$ cat src/rtl/detection_monitor_pkg.sv
// Shared types for the detection monitor: cross-check FSM states and fault kinds.
package detection_monitor_pkg;

    typedef enum logic {
        S_OK    = 1'b0,
        S_FAULT = 1'b1
    } mon_state_t;

    typedef enum logic [1:0] {
        FK_NONE     = 2'b00,
        FK_SPURIOUS = 2'b01,
        FK_MISSING  = 2'b10
    } fault_kind_t;

    // A mismatch with Moore high means no Mealy pulse announced it.
    function automatic fault_kind_t classify_mismatch(input logic moore);
        return moore ? FK_SPURIOUS : FK_MISSING;
    endfunction

endpackage

$ cat src/rtl/detection_monitor_pulse_stretcher.sv
// Retriggerable pulse stretcher: a single-cycle pulse keeps led_out high for CYCLES cycles.
module pulse_stretcher #(
    parameter int CYCLES = 4
) (
    input  logic clk,
    input  logic reset,
    input  logic clear,
    input  logic pulse_in,
    output logic led_out
);
    localparam int CW = $clog2(CYCLES + 1);

    logic [CW-1:0] cnt_q;
    logic [CW-1:0] cnt_d;
    logic          led_q;

    // Reload on a pulse (retrigger, not extend), otherwise count down to zero.
    always_comb begin
        cnt_d = cnt_q;
        if (pulse_in) begin
            cnt_d = CW'(CYCLES);
        end else if (cnt_q != {CW{1'b0}}) begin
            cnt_d = cnt_q - CW'(1'b1);
        end else begin
            cnt_d = cnt_q;
        end
    end

    // Timer and registered LED state.
    always_ff @(posedge clk) begin
        if (reset || clear) begin
            cnt_q <= {CW{1'b0}};
            led_q <= 1'b0;
        end else begin
            cnt_q <= cnt_d;
            led_q <= (cnt_d != {CW{1'b0}});
        end
    end

    assign led_out = led_q;

endmodule

$ cat src/rtl/detection_monitor.sv
// Counts Moore/Mealy detections, stretches them onto LEDs and checks that every
// Mealy pulse is echoed by a Moore pulse exactly MAX_LAG cycles later.
module detection_monitor
    import detection_monitor_pkg::*;
#(
    parameter int CNT_W          = 8,
    parameter int STRETCH_CYCLES = 4,
    parameter int MAX_LAG        = 1
) (
    input  logic             clk,
    input  logic             reset,
    input  logic             moore_detected,
    input  logic             mealy_detected,
    input  logic             clear,
    output logic [CNT_W-1:0] moore_count,
    output logic [CNT_W-1:0] mealy_count,
    output logic             moore_led,
    output logic             mealy_led,
    output logic             fault,
    output logic [1:0]       fault_kind
);
    localparam logic [CNT_W-1:0] CNT_MAX = {CNT_W{1'b1}};
    localparam logic [CNT_W-1:0] CNT_ONE = {{(CNT_W-1){1'b0}}, 1'b1};

    logic [CNT_W-1:0]   moore_cnt_q, moore_cnt_d;
    logic [CNT_W-1:0]   mealy_cnt_q, mealy_cnt_d;
    logic [MAX_LAG-1:0] pend_q, pend_d;
    mon_state_t         state_q, state_d;
    fault_kind_t        kind_q, kind_d;
    logic               fault_q;
    logic               exp_s;

    assign exp_s = pend_q[MAX_LAG-1];

    // Saturating counters and the Mealy delay line.
    always_comb begin
        moore_cnt_d = moore_cnt_q;
        mealy_cnt_d = mealy_cnt_q;
        pend_d      = pend_q;
        if (moore_detected && (moore_cnt_q != CNT_MAX)) begin
            moore_cnt_d = moore_cnt_q + CNT_ONE;
        end else begin
            moore_cnt_d = moore_cnt_q;
        end
        if (mealy_detected && (mealy_cnt_q != CNT_MAX)) begin
            mealy_cnt_d = mealy_cnt_q + CNT_ONE;
        end else begin
            mealy_cnt_d = mealy_cnt_q;
        end
        pend_d[0] = mealy_detected;
        for (int i = 1; i < MAX_LAG; i++) begin
            pend_d[i] = pend_q[i-1];
        end
    end

    // Cross-check FSM: the first mismatch is latched and its kind frozen.
    always_comb begin
        state_d = state_q;
        kind_d  = kind_q;
        case (state_q)
            S_OK: begin
                if (moore_detected != exp_s) begin
                    state_d = S_FAULT;
                    kind_d  = classify_mismatch(moore_detected);
                end else begin
                    state_d = S_OK;
                end
            end
            S_FAULT: state_d = S_FAULT;
            default: begin
                state_d = S_OK;
                kind_d  = FK_NONE;
            end
        endcase
    end

    // State registers; reset and clear both return everything to idle.
    always_ff @(posedge clk) begin
        if (reset || clear) begin
            moore_cnt_q <= {CNT_W{1'b0}};
            mealy_cnt_q <= {CNT_W{1'b0}};
            pend_q      <= {MAX_LAG{1'b0}};
            state_q     <= S_OK;
            kind_q      <= FK_NONE;
            fault_q     <= 1'b0;
        end else begin
            moore_cnt_q <= moore_cnt_d;
            mealy_cnt_q <= mealy_cnt_d;
            pend_q      <= pend_d;
            state_q     <= state_d;
            kind_q      <= kind_d;
            fault_q     <= (state_d == S_FAULT);
        end
    end

    pulse_stretcher #(.CYCLES(STRETCH_CYCLES)) u_moore_led (
        .clk      (clk),
        .reset    (reset),
        .clear    (clear),
        .pulse_in (moore_detected),
        .led_out  (moore_led)
    );

    pulse_stretcher #(.CYCLES(STRETCH_CYCLES)) u_mealy_led (
        .clk      (clk),
        .reset    (reset),
        .clear    (clear),
        .pulse_in (mealy_detected),
        .led_out  (mealy_led)
    );

    assign moore_count = moore_cnt_q;
    assign mealy_count = mealy_cnt_q;
    assign fault       = fault_q;
    assign fault_kind  = kind_q;

endmodule

$ cat config.mk
export PLATFORM = sky130hd
export DESIGN_NAME = detection_monitor
export DESIGN_NICKNAME = d
export VERILOG_FILES = /design/src/rtl/detection_monitor_pkg.sv /design/src/rtl/detection_monitor_pulse_stretcher.sv /design/src/rtl/detection_monitor.sv
export SDC_FILE = /design/constraint.sdc
export NUM_CORES = 1
export LEC_CHECK = 0
export ABC_CLOCK_PERIOD_IN_PS = 2950
export CAP_MARGIN = 20
export CORE_ASPECT_RATIO = 0.5
export CORE_MARGIN = 3
export CORE_UTILIZATION = 35
export CTS_CLUSTER_DIAMETER = 50
export DETAILED_ROUTE_END_ITERATION = 8
export PLACE_DENSITY_LB_ADDON = 0.1
export SYNTH_ARGS = -nofsm -noshare
export SYNTH_HDL_FRONTEND = slang
export SYNTH_SLANG_ARGS = --single-unit
$ cat constraint.sdc
create_clock -name clk -period 2.95 [get_ports clk]
set_clock_uncertainty 0.15 [all_clocks]
set_input_delay 0.295 -clock clk [delete_from_list [all_inputs] [get_ports clk]]
set_output_delay 0.295 -clock clk [all_outputs]
set_load 0.01 [all_outputs]
==> results.cfg, run 1 <==
[global_route]
grt_pass1_vias = 951
grt_max_degree = 21
groute.layer.met3.usage_pct = 4.790
grt.busiest_layer = met1
grt_pass1_wl_mm = 4.291
grt_util_met2_pct = 15.99
grt_usage_pct = 11.45
antenna_found_initial = 0
overflow = 0
use_met1_pct = 16.02

[cells_and_area]
final_cell_mix = dfxtp_1 (28), clkdlybuf4s50_1 (25), nand2_1 (13)
antennaDiodeCount = 0
fillers = 349
stdcell_area_um2 = 1718
layout.cells.most_common = dfxtp_1
final_nets = 191
syn2layout_area_growth_pct = 23.25
layout-drive-gt1-share_pct = 5.650

[timing]
min_period_ns = 1.754
fin_crit_sh_pct = 59.46
rsz0062_at_grt = no
timing.hold.ws_ns = 0.3541
hold_viol = 0
fin_setup_tns_ns = 0
fmax_mhz = 570.1
tightest_slew_ns = 0.7573
drv_slew = 0
setup_viol = 0
max_slew_margin_pct = 49.51

[route]
drt_iter0_drc = 31
drc = 0
routedWlPerCell_um = 11.79
ant_nets = 0
vias = 1139
drt-pass1-iter-count = 4
vias_per_cell = 4.996
drt-total-wl_mm = 2.687

[setup_path]
cp-end-kind = flip-flop
required_ns = 3.01
startpoint = moore_detected
worstPathCellList = clkdlybuf4s50_1 > nand4_1 > a211oi_1 > mux2i_1
slowest_delay_ns = 0.74
critPathLaunchType = primary input
rr_startpoint = mealy_count[0]
crit_family = buffers and inverters
cp.arrival_ns = 1.81
cpMaxStageDelayCell = clkdlybuf4s50_1
timing.critical_path.buf_inv = 1
crit_fanout = 13
path_class = in2reg

[run_status]
status = finished clean

[synth]
ys_ff_latch = 28
ys_types = 38
yosys_warnings = 0
seq_area_frac_synth_pct = 40.22
synthesis.nets = 168
syn_area_um2 = 1394
avgSynthCellArea_um2 = 8.992
ys_async_sr_fraction_pct = 0
synth-edff-count = 0
syn_inst = 155
ys.flop_type = dfxtp_1

[placement]
placed_cell_area_um2 = 1663
gp_congestion = 0.7787
io_buffers = 25
dpl.hpwl_mm = 1.920

[die]
rows = 15
dieArea_um2 = 4822
start_util_pct = 38.48
core_area_um2 = 3622
num_io_pins = 26
die-width_um = 95.25
die_h_um = 50.63

[clocking]
clock_latency_ns = 0.27
cts_root_buf = clkbuf_8
ctsHtreeMaxLevel = 1
cts_buffer_depth = 2
post-cts-setup-buffers = 0
ctsResizeCount = 0
cts_sinks = 28
clkTransAtPathRegs_ns = 0.09
holdBufCountCts = 0
numCtsBuffers = 3
cts_tree = done

[min_path]
min-delay-start = moore_count[1]
hold_class = reg2reg

[pwr]
ir_drop_mv = 0.1621
p_per_area_nw_per_um2 = 399.8
p_leak_uw = 0.0006382

[flow_run]
cap_violations = 0
state kept, by name, summed over array words and instances (netlist names):
name	flops
u_mealy_led.cnt_q	3
exp_s	1
u_mealy_led.led_out	1
mealy_count	8
fault	1
u_moore_led.led_out	1
moore_count	8
u_moore_led.cnt_q	3
fault_kind	2
tightest hold or removal path, delay by kind of cell, from the launching register on:
kind             cells  cell delay (ns)
flip-flops           1             0.35
AND/OR/NAND/NOR      1             0.06
multiplexers         1             0.05
where the power goes:
group	internal, uW	switching, uW	total, uW
clock	119	115	234
sequential	386	6.22	392
combinational	29.6	30.9	60.5
synthesized netlist by cell type, types with 2 or more instances:
cell,instances,area (um^2)
nor2_1,11,41.29
nand2_1,13,48.80
a21boi_2,2,22.52
and4_1,4,35.03
a21oi_1,9,45.04
nand3_1,3,15.01
nand4_1,3,18.77
xnor2_1,2,17.52
inv_1,11,41.29
o31ai_1,4,30.03
a2111o_1,2,22.52
a211oi_1,5,37.54
nor3b_1,3,22.52
nor3_1,5,25.02
a31oi_1,3,18.77
or3_1,3,18.77
and3_1,2,12.51
and2_1,2,12.51
mux2i_1,5,50.05
o21ai_0,4,20.02
dfxtp_1,28,560.5
buf_2,6,30.03
buf_6,2,22.52
ha_1,8,100.1
nor2b_1,2,12.51
layout make-up:
type	count	area, um^2	share of cell area (%)
flip-flops and latches	28	560.5	32.63
inverters	11	41.29	2.403
well taps	51	63.81	3.714
clock buffers	4	55.05	3.205
repair buffers	26	257.7	15.00
multi-input cells	108	739.5	43.04
kinds of logic (layout without fill, tap and decap cells):
logic type / count (synthesis) / in the layout / share of synthesized area [%]
compound gates: 36 / 36 / 18.49
flops: 28 / 28 / 40.22
mux: 5 / 5 / 3.591
fa+ha+maj: 8 / 8 / 7.182
simple gates: 56 / 56 / 21.90
xor+xnor: 3 / 3 / 1.885
buf+inv: 19 / 41 / 6.732
routing by layer:
metal / share of wire (%) / wire (um)
met2: 40 / 1078
met1: 52 / 1393
met4: 0.82 / 22
met3: 7.2 / 194
met5: 0 / 0
through the flow:
stage / utilization (%) / std cells / setup slack [ns] / power [uW]
detailed placement: 45.91 / 224 / 0.8992 / 462.0
global placement: 45.91 / 224 / 0.9251 / 462.0
floorplan: - / 155 / 1.373 / 438.7
global route: 47.43 / 228 / 1.104 / 719.7
CTS: 47.43 / 228 / 1.201 / 699.2
finish: 47.43 / 228 / 1.196 / 686.8
path summary, 6_finish.rpt:
check	endpoint	slack [ns]	cells past startpoint
worst min register to register	moore_count[1]	0.35	2
worst max-delay path	moore_count[5]	1.20	4
worst min-delay path	moore_count[1]	0.35	2
worst max register to register	mealy_count[6]	1.28	4
(Power assumes the default switching activity.)
==> run 2: changes to the inputs <==
--- a/config.mk
+++ b/config.mk
@@ -5,7 +5,7 @@
 export SDC_FILE = /design/constraint.sdc
 export NUM_CORES = 1
 export LEC_CHECK = 0
-export ABC_CLOCK_PERIOD_IN_PS = 2950
+export ABC_CLOCK_PERIOD_IN_PS = 1600
 export CAP_MARGIN = 20
 export CORE_ASPECT_RATIO = 0.5
 export CORE_MARGIN = 3
==> constraint.sdc (replaced) <==
create_clock -name clk -period 1.6 [get_ports clk]
set_clock_uncertainty 0.15 [all_clocks]
set_input_delay 0.16 -clock clk [delete_from_list [all_inputs] [get_ports clk]]
set_output_delay 0.16 -clock clk [all_outputs]
set_load 0.01 [all_outputs]
==> run 2 against run 1 <==
Effect of this change:
- critical path depth up 2
- highest routed layer unchanged
- count of clock-buffer cells in the layout decreased by 1
- via count rose by 4.0%
- largest power group unchanged
==> results.cfg, run 2 (synthesis gave the netlist of run 1 again) <==
[global_route]
overflow = 0
grt_usage_pct = 12.95
antenna_found_initial = 0
grt_max_degree = 17
grt_pass1_wl_mm = 4.905
grt_pass1_vias = 1084

[pwr]
p_per_area_nw_per_um2 = 745.3
ir_drop_mv = 0.4922
p_comb_share_pct = 10.1
p_leak_uw = 0.0007984
p_int_uw = 1124
pwr-share-clk_pct = 39.2
finalPower_uw = 1420
swShare_pct = 20.89
p_seq_share_pct = 50.7
power.net_switching_uw = 296.7

[clocking]
clock_latency_ns = 0.28
ctsHtreeMaxLevel = 1
cts_root_buf = clkbuf_8
post-cts-setup-buffers = 0
cts_buffer_depth = 2
numCtsBuffers = 3
clkTransAtPathRegs_ns = 0.10
cts_tree = done
cts_sinks = 28
holdBufCountCts = 0

[route]
drt-pass1-iter-count = 4
drt_iter0_drc = 44
routedWlPerCell_um = 11.82
ant_nets = 0
drt-total-wl_mm = 2.883
vias = 1184
drc = 0
vias_per_cell = 4.852

[setup_path]
crit_fanout = 3
rr_worst_depth = 6
rr_startpoint = u_mealy_led.cnt_q[0]
cp-end-kind = flip-flop
cp.arrival_ns = 1.56
rrSetupSlack_ns = 0.06
startpoint = u_mealy_led.cnt_q[0]
critPathLaunchType = flip-flop
path_class = reg2reg
worst_r2r_endpoint = u_mealy_led.led_out
required_ns = 1.61
endpoint = u_mealy_led.led_out

[placement]
gp_congestion = 0.8224
placed_cell_area_um2 = 1783
io_buffers = 25
dpl.hpwl_mm = 2.136

[timing]
tightest_slew_ns = 0.3681
fmax_mhz = 648.4
min_period_ns = 1.542
drv_slew = 0
timing.hold.ws_ns = 0.3333
fin_crit_sh_pct = 96.39
hold_viol = 0
max_slew_margin_pct = 74.83
setup_viol = 0

[min_path]
hold_class = reg2reg

[die]
num_io_pins = 26
start_util_pct = 38.48
dieArea_um2 = 4822
die-width_um = 95.25
die_h_um = 50.63
core_area_um2 = 3622
rows = 15

[cells_and_area]
layout-drive-gt1-share_pct = 22.80
fillers = 339
layout.cells.most_common = clkdlybuf4s50_1
syn2layout_area_growth_pct = 36.71
final_nets = 207
antennaDiodeCount = 0
stdcell_area_um2 = 1906
final_cell_mix = clkdlybuf4s50_1 (20), buf_4 (17), dfxtp_1 (15)

[flow_run]
cap_violations = 0

[run_status]
status = finished clean
## run 2: final cells by class
class	count	area, um^2	share of cell area, %
Clock inverter	1	30.03	1.576
Sequential cell	28	576.8	30.27
Clock buffer	3	41.29	2.167
Timing Repair Buffer	42	382.9	20.09
Tap cell	51	63.81	3.349
Multi-Input combinational cell	108	769.5	40.38
Inverter	11	41.29	2.167
## run 2: worst min-delay path by stage
stage	startpoint	to	slack [ns]	cells past startpoint
floorplan	reset	mealy_count[0]	0.19	2
global placement	fault_kind[1]	fault_kind[1]	0.33	2
detailed placement	fault_kind[0]	fault_kind[0]	0.33	2
CTS	moore_count[3]	moore_count[3]	0.34	2
global route	mealy_count[6]	mealy_count[6]	0.35	1
finish	mealy_count[6]	mealy_count[6]	0.33	1
## run 2: critical path: stages (launching register included)
cell and delay (ns):
dfxtp_2 0.34, inv_1 0.04, ha_1 0.21, ha_2 0.19, xnor2_1 0.14, o31ai_1 0.25, o31ai_1 0.11
## run 2: metal layers
| metal | track usage (%) | up-vias | wire [um] | part of all wire (%) |
|---|---|---|---|---|
| li1 | - | 631 | - | - |
| met1 | 17.37 | 525 | 1500 | 52 |
| met2 | 19.12 | 26 | 1188 | 41 |
| met3 | 5.539 | 2 | 181 | 6.3 |
| met4 | 2.871 | 0 | 14 | 0.49 |
| met5 | 0 | - | 0 | 0 |
## run 2: power by group through the flow
| stage | combinational (uW) | clock, uW | sequential [uW] |
|---|---|---|---|
| finish | 143 | 557 | 721 |
| global route | 159 | 595 | 723 |
| CTS | 139 | 574 | 720 |
| detailed placement | 139 | 0 | 736 |
| global placement | 140 | 0 | 736 |
| floorplan | 66.6 | 0 | 742 |
## run 2: metrics by stage
step,setup TNS (ns),util (%),std cells,setup WS (ns)
after detailed placement,0,49.22,240,0.002313
after global routing,-0.02463,52.61,244,-0.02463
after CTS,0,51.33,244,0.004303
after global placement,0,49.22,240,0.007488
after floorplan,0,-,155,0.02272
final,0,52.61,244,0.05770
## run 2: repair_timing
action / CTS / global route
endpoints found under the hold margin: 0 / 0
setup endpoints to repair: 8 / 10
resized for setup: 8 / 16
pin swaps: 0 / 3
==> run 3: changes to the inputs <==
--- a/config.mk
+++ b/config.mk
@@ -5,7 +5,7 @@
 export SDC_FILE = /design/constraint.sdc
 export NUM_CORES = 1
 export LEC_CHECK = 0
-export ABC_CLOCK_PERIOD_IN_PS = 1600
+export ABC_CLOCK_PERIOD_IN_PS = 1900
 export CAP_MARGIN = 20
 export CORE_ASPECT_RATIO = 0.5
 export CORE_MARGIN = 3
==> constraint.sdc (replaced) <==
create_clock -name clk -period 1.9 [get_ports clk]
set_clock_uncertainty 0.15 [all_clocks]
set_input_delay 0.19 -clock clk [delete_from_list [all_inputs] [get_ports clk]]
set_output_delay 0.19 -clock clk [all_outputs]
set_load 0.01 [all_outputs]
==> run 3 against run 2 <==
Effect of this change:
- die area stayed put
- final cell count is 4.1% lower
- largest cell class unchanged
- clock power is 34% lower
- count of clock-buffer cells in the layout is 1 higher
- hold slack better by 0.014 ns
- routed wire length is 4.1% lower
==> results.cfg, run 3 (synthesis gave the netlist of run 1 again) <==
[run_status]
status = finished clean

[clocking]
cts_root_buf = clkbuf_8
holdBufCountCts = 0
clkTransAtPathRegs_ns = 0.09
numCtsBuffers = 3
ctsResizeCount = 0
clock_latency_ns = 0.27
post-cts-setup-buffers = 0
cts_buffer_depth = 2
cts_sinks = 28
cts_tree = done
ctsHtreeMaxLevel = 1

[timing]
setup_viol = 0
fmax_mhz = 602.4
fin_crit_sh_pct = 87.37
fin_setup_tns_ns = 0
timing.hold.ws_ns = 0.3470
max_slew_margin_pct = 76.31
rsz0062_at_grt = no
drv_slew = 0
tightest_slew_ns = 0.3463
hold_viol = 0
min_period_ns = 1.660

[flow_run]
cap_violations = 0

[setup_path]
cpMaxStageDelayCell = clkdlybuf4s50_1
critPathLaunchType = flip-flop
crit_fanout = 7
cp.arrival_ns = 1.32
startpoint = moore_count[2]
crit_family = buffers and inverters
worstPathCellList = clkdlybuf4s50_1
rrSetupSlack_ns = 0.24
cp-end-kind = output pin
worst_r2r_endpoint = moore_count[5]
rr_startpoint = moore_count[0]
slowest_delay_ns = 0.59
required_ns = 1.56
timing.critical_path.buf_inv = 1
rr_worst_depth = 4
endpoint = moore_count[2]
cp_num_cells = 1
path_class = reg2out

[die]
num_io_pins = 26
core_area_um2 = 3622
start_util_pct = 38.48
rows = 15
dieArea_um2 = 4822
die-width_um = 95.25
die_h_um = 50.63

[route]
drc = 0
routedWlPerCell_um = 11.82
drt-total-wl_mm = 2.765
vias = 1167
drt_iter0_drc = 24
vias_per_cell = 4.987
drt-pass1-iter-count = 4
ant_nets = 0

[cells_and_area]
final_cell_mix = dfxtp_1 (28), clkdlybuf4s50_1 (25), nand2_1 (13)
final_cells = 234
fin_util_pct = 48.67
final_nets = 197
layout.cells.most_common = dfxtp_1
antennaDiodeCount = 0
syn2layout_area_growth_pct = 26.48
layout-drive-gt1-share_pct = 8.743

[placement]
dpl.hpwl_mm = 2.073
dp.cells = 230
gp_congestion = 0.7388
io_buffers = 25

[global_route]
grt_max_degree = 16
overflow = 0
grt_usage_pct = 12.06
grt_pass1_wl_mm = 4.588
antenna_found_initial = 0
grt_pass1_vias = 1051

[min_path]
hold_class = reg2reg

[pwr]
p_leak_uw = 0.0006660
p_per_area_nw_per_um2 = 610.8
ir_drop_mv = 0.2824
==> run 3: area by class of cell <==
class / count / area, um^2
Inverter: 11 / 41.29
Sequential cell: 28 / 560.5
Clock buffer: 4 / 55.05
Timing Repair Buffer: 32 / 302.8
Multi-Input combinational cell: 108 / 739.5
Fill cell: 347 / 1859
Tap cell: 51 / 63.81
==> run 3: worst min path at each step <==
stage,startpoint,to,slack [ns],depth (start not counted)
finish,fault_kind[0],fault_kind[0],0.35,2
detailed placement,fault_kind[0],fault_kind[0],0.33,2
CTS,fault_kind[0],fault_kind[0],0.35,2
global placement,fault_kind[0],fault_kind[0],0.33,2
floorplan,reset,mealy_count[0],0.22,2
global route,fault_kind[1],fault_kind[1],0.38,2
==> run 3: routing by layer <==
| layer | vias up | part of all wire (%) | track usage (%) |
|---|---|---|---|
| met5 | - | 0 | 0 |
| met4 | 0 | 0 | 2.632 |
| met3 | 0 | 4.9 | 4.341 |
| met2 | 22 | 39 | 17.50 |
| met1 | 538 | 56 | 16.97 |
| li1 | 607 | - | - |
==> run 3: per-stage QoR <==
| step | cell area (um^2) | setup WS [ns] | total power [uW] |
|---|---|---|---|
| floorplan | 1394 | 0.3227 | 681.1 |
| global placement | 1708 | 0.2293 | 724.7 |
| detailed placement | 1708 | 0.1871 | 724.6 |
| CTS | 1763 | 0.2446 | 1095 |
| global route | 1763 | 0.1541 | 1130 |
| finish | 1763 | 0.2400 | 1077 |
==> run 3: power by group <==
part	switching [uW]	total, uW	internal [uW]
clock	181	367	185
sequential	9.33	608	599
combinational	49.0	102	52.7
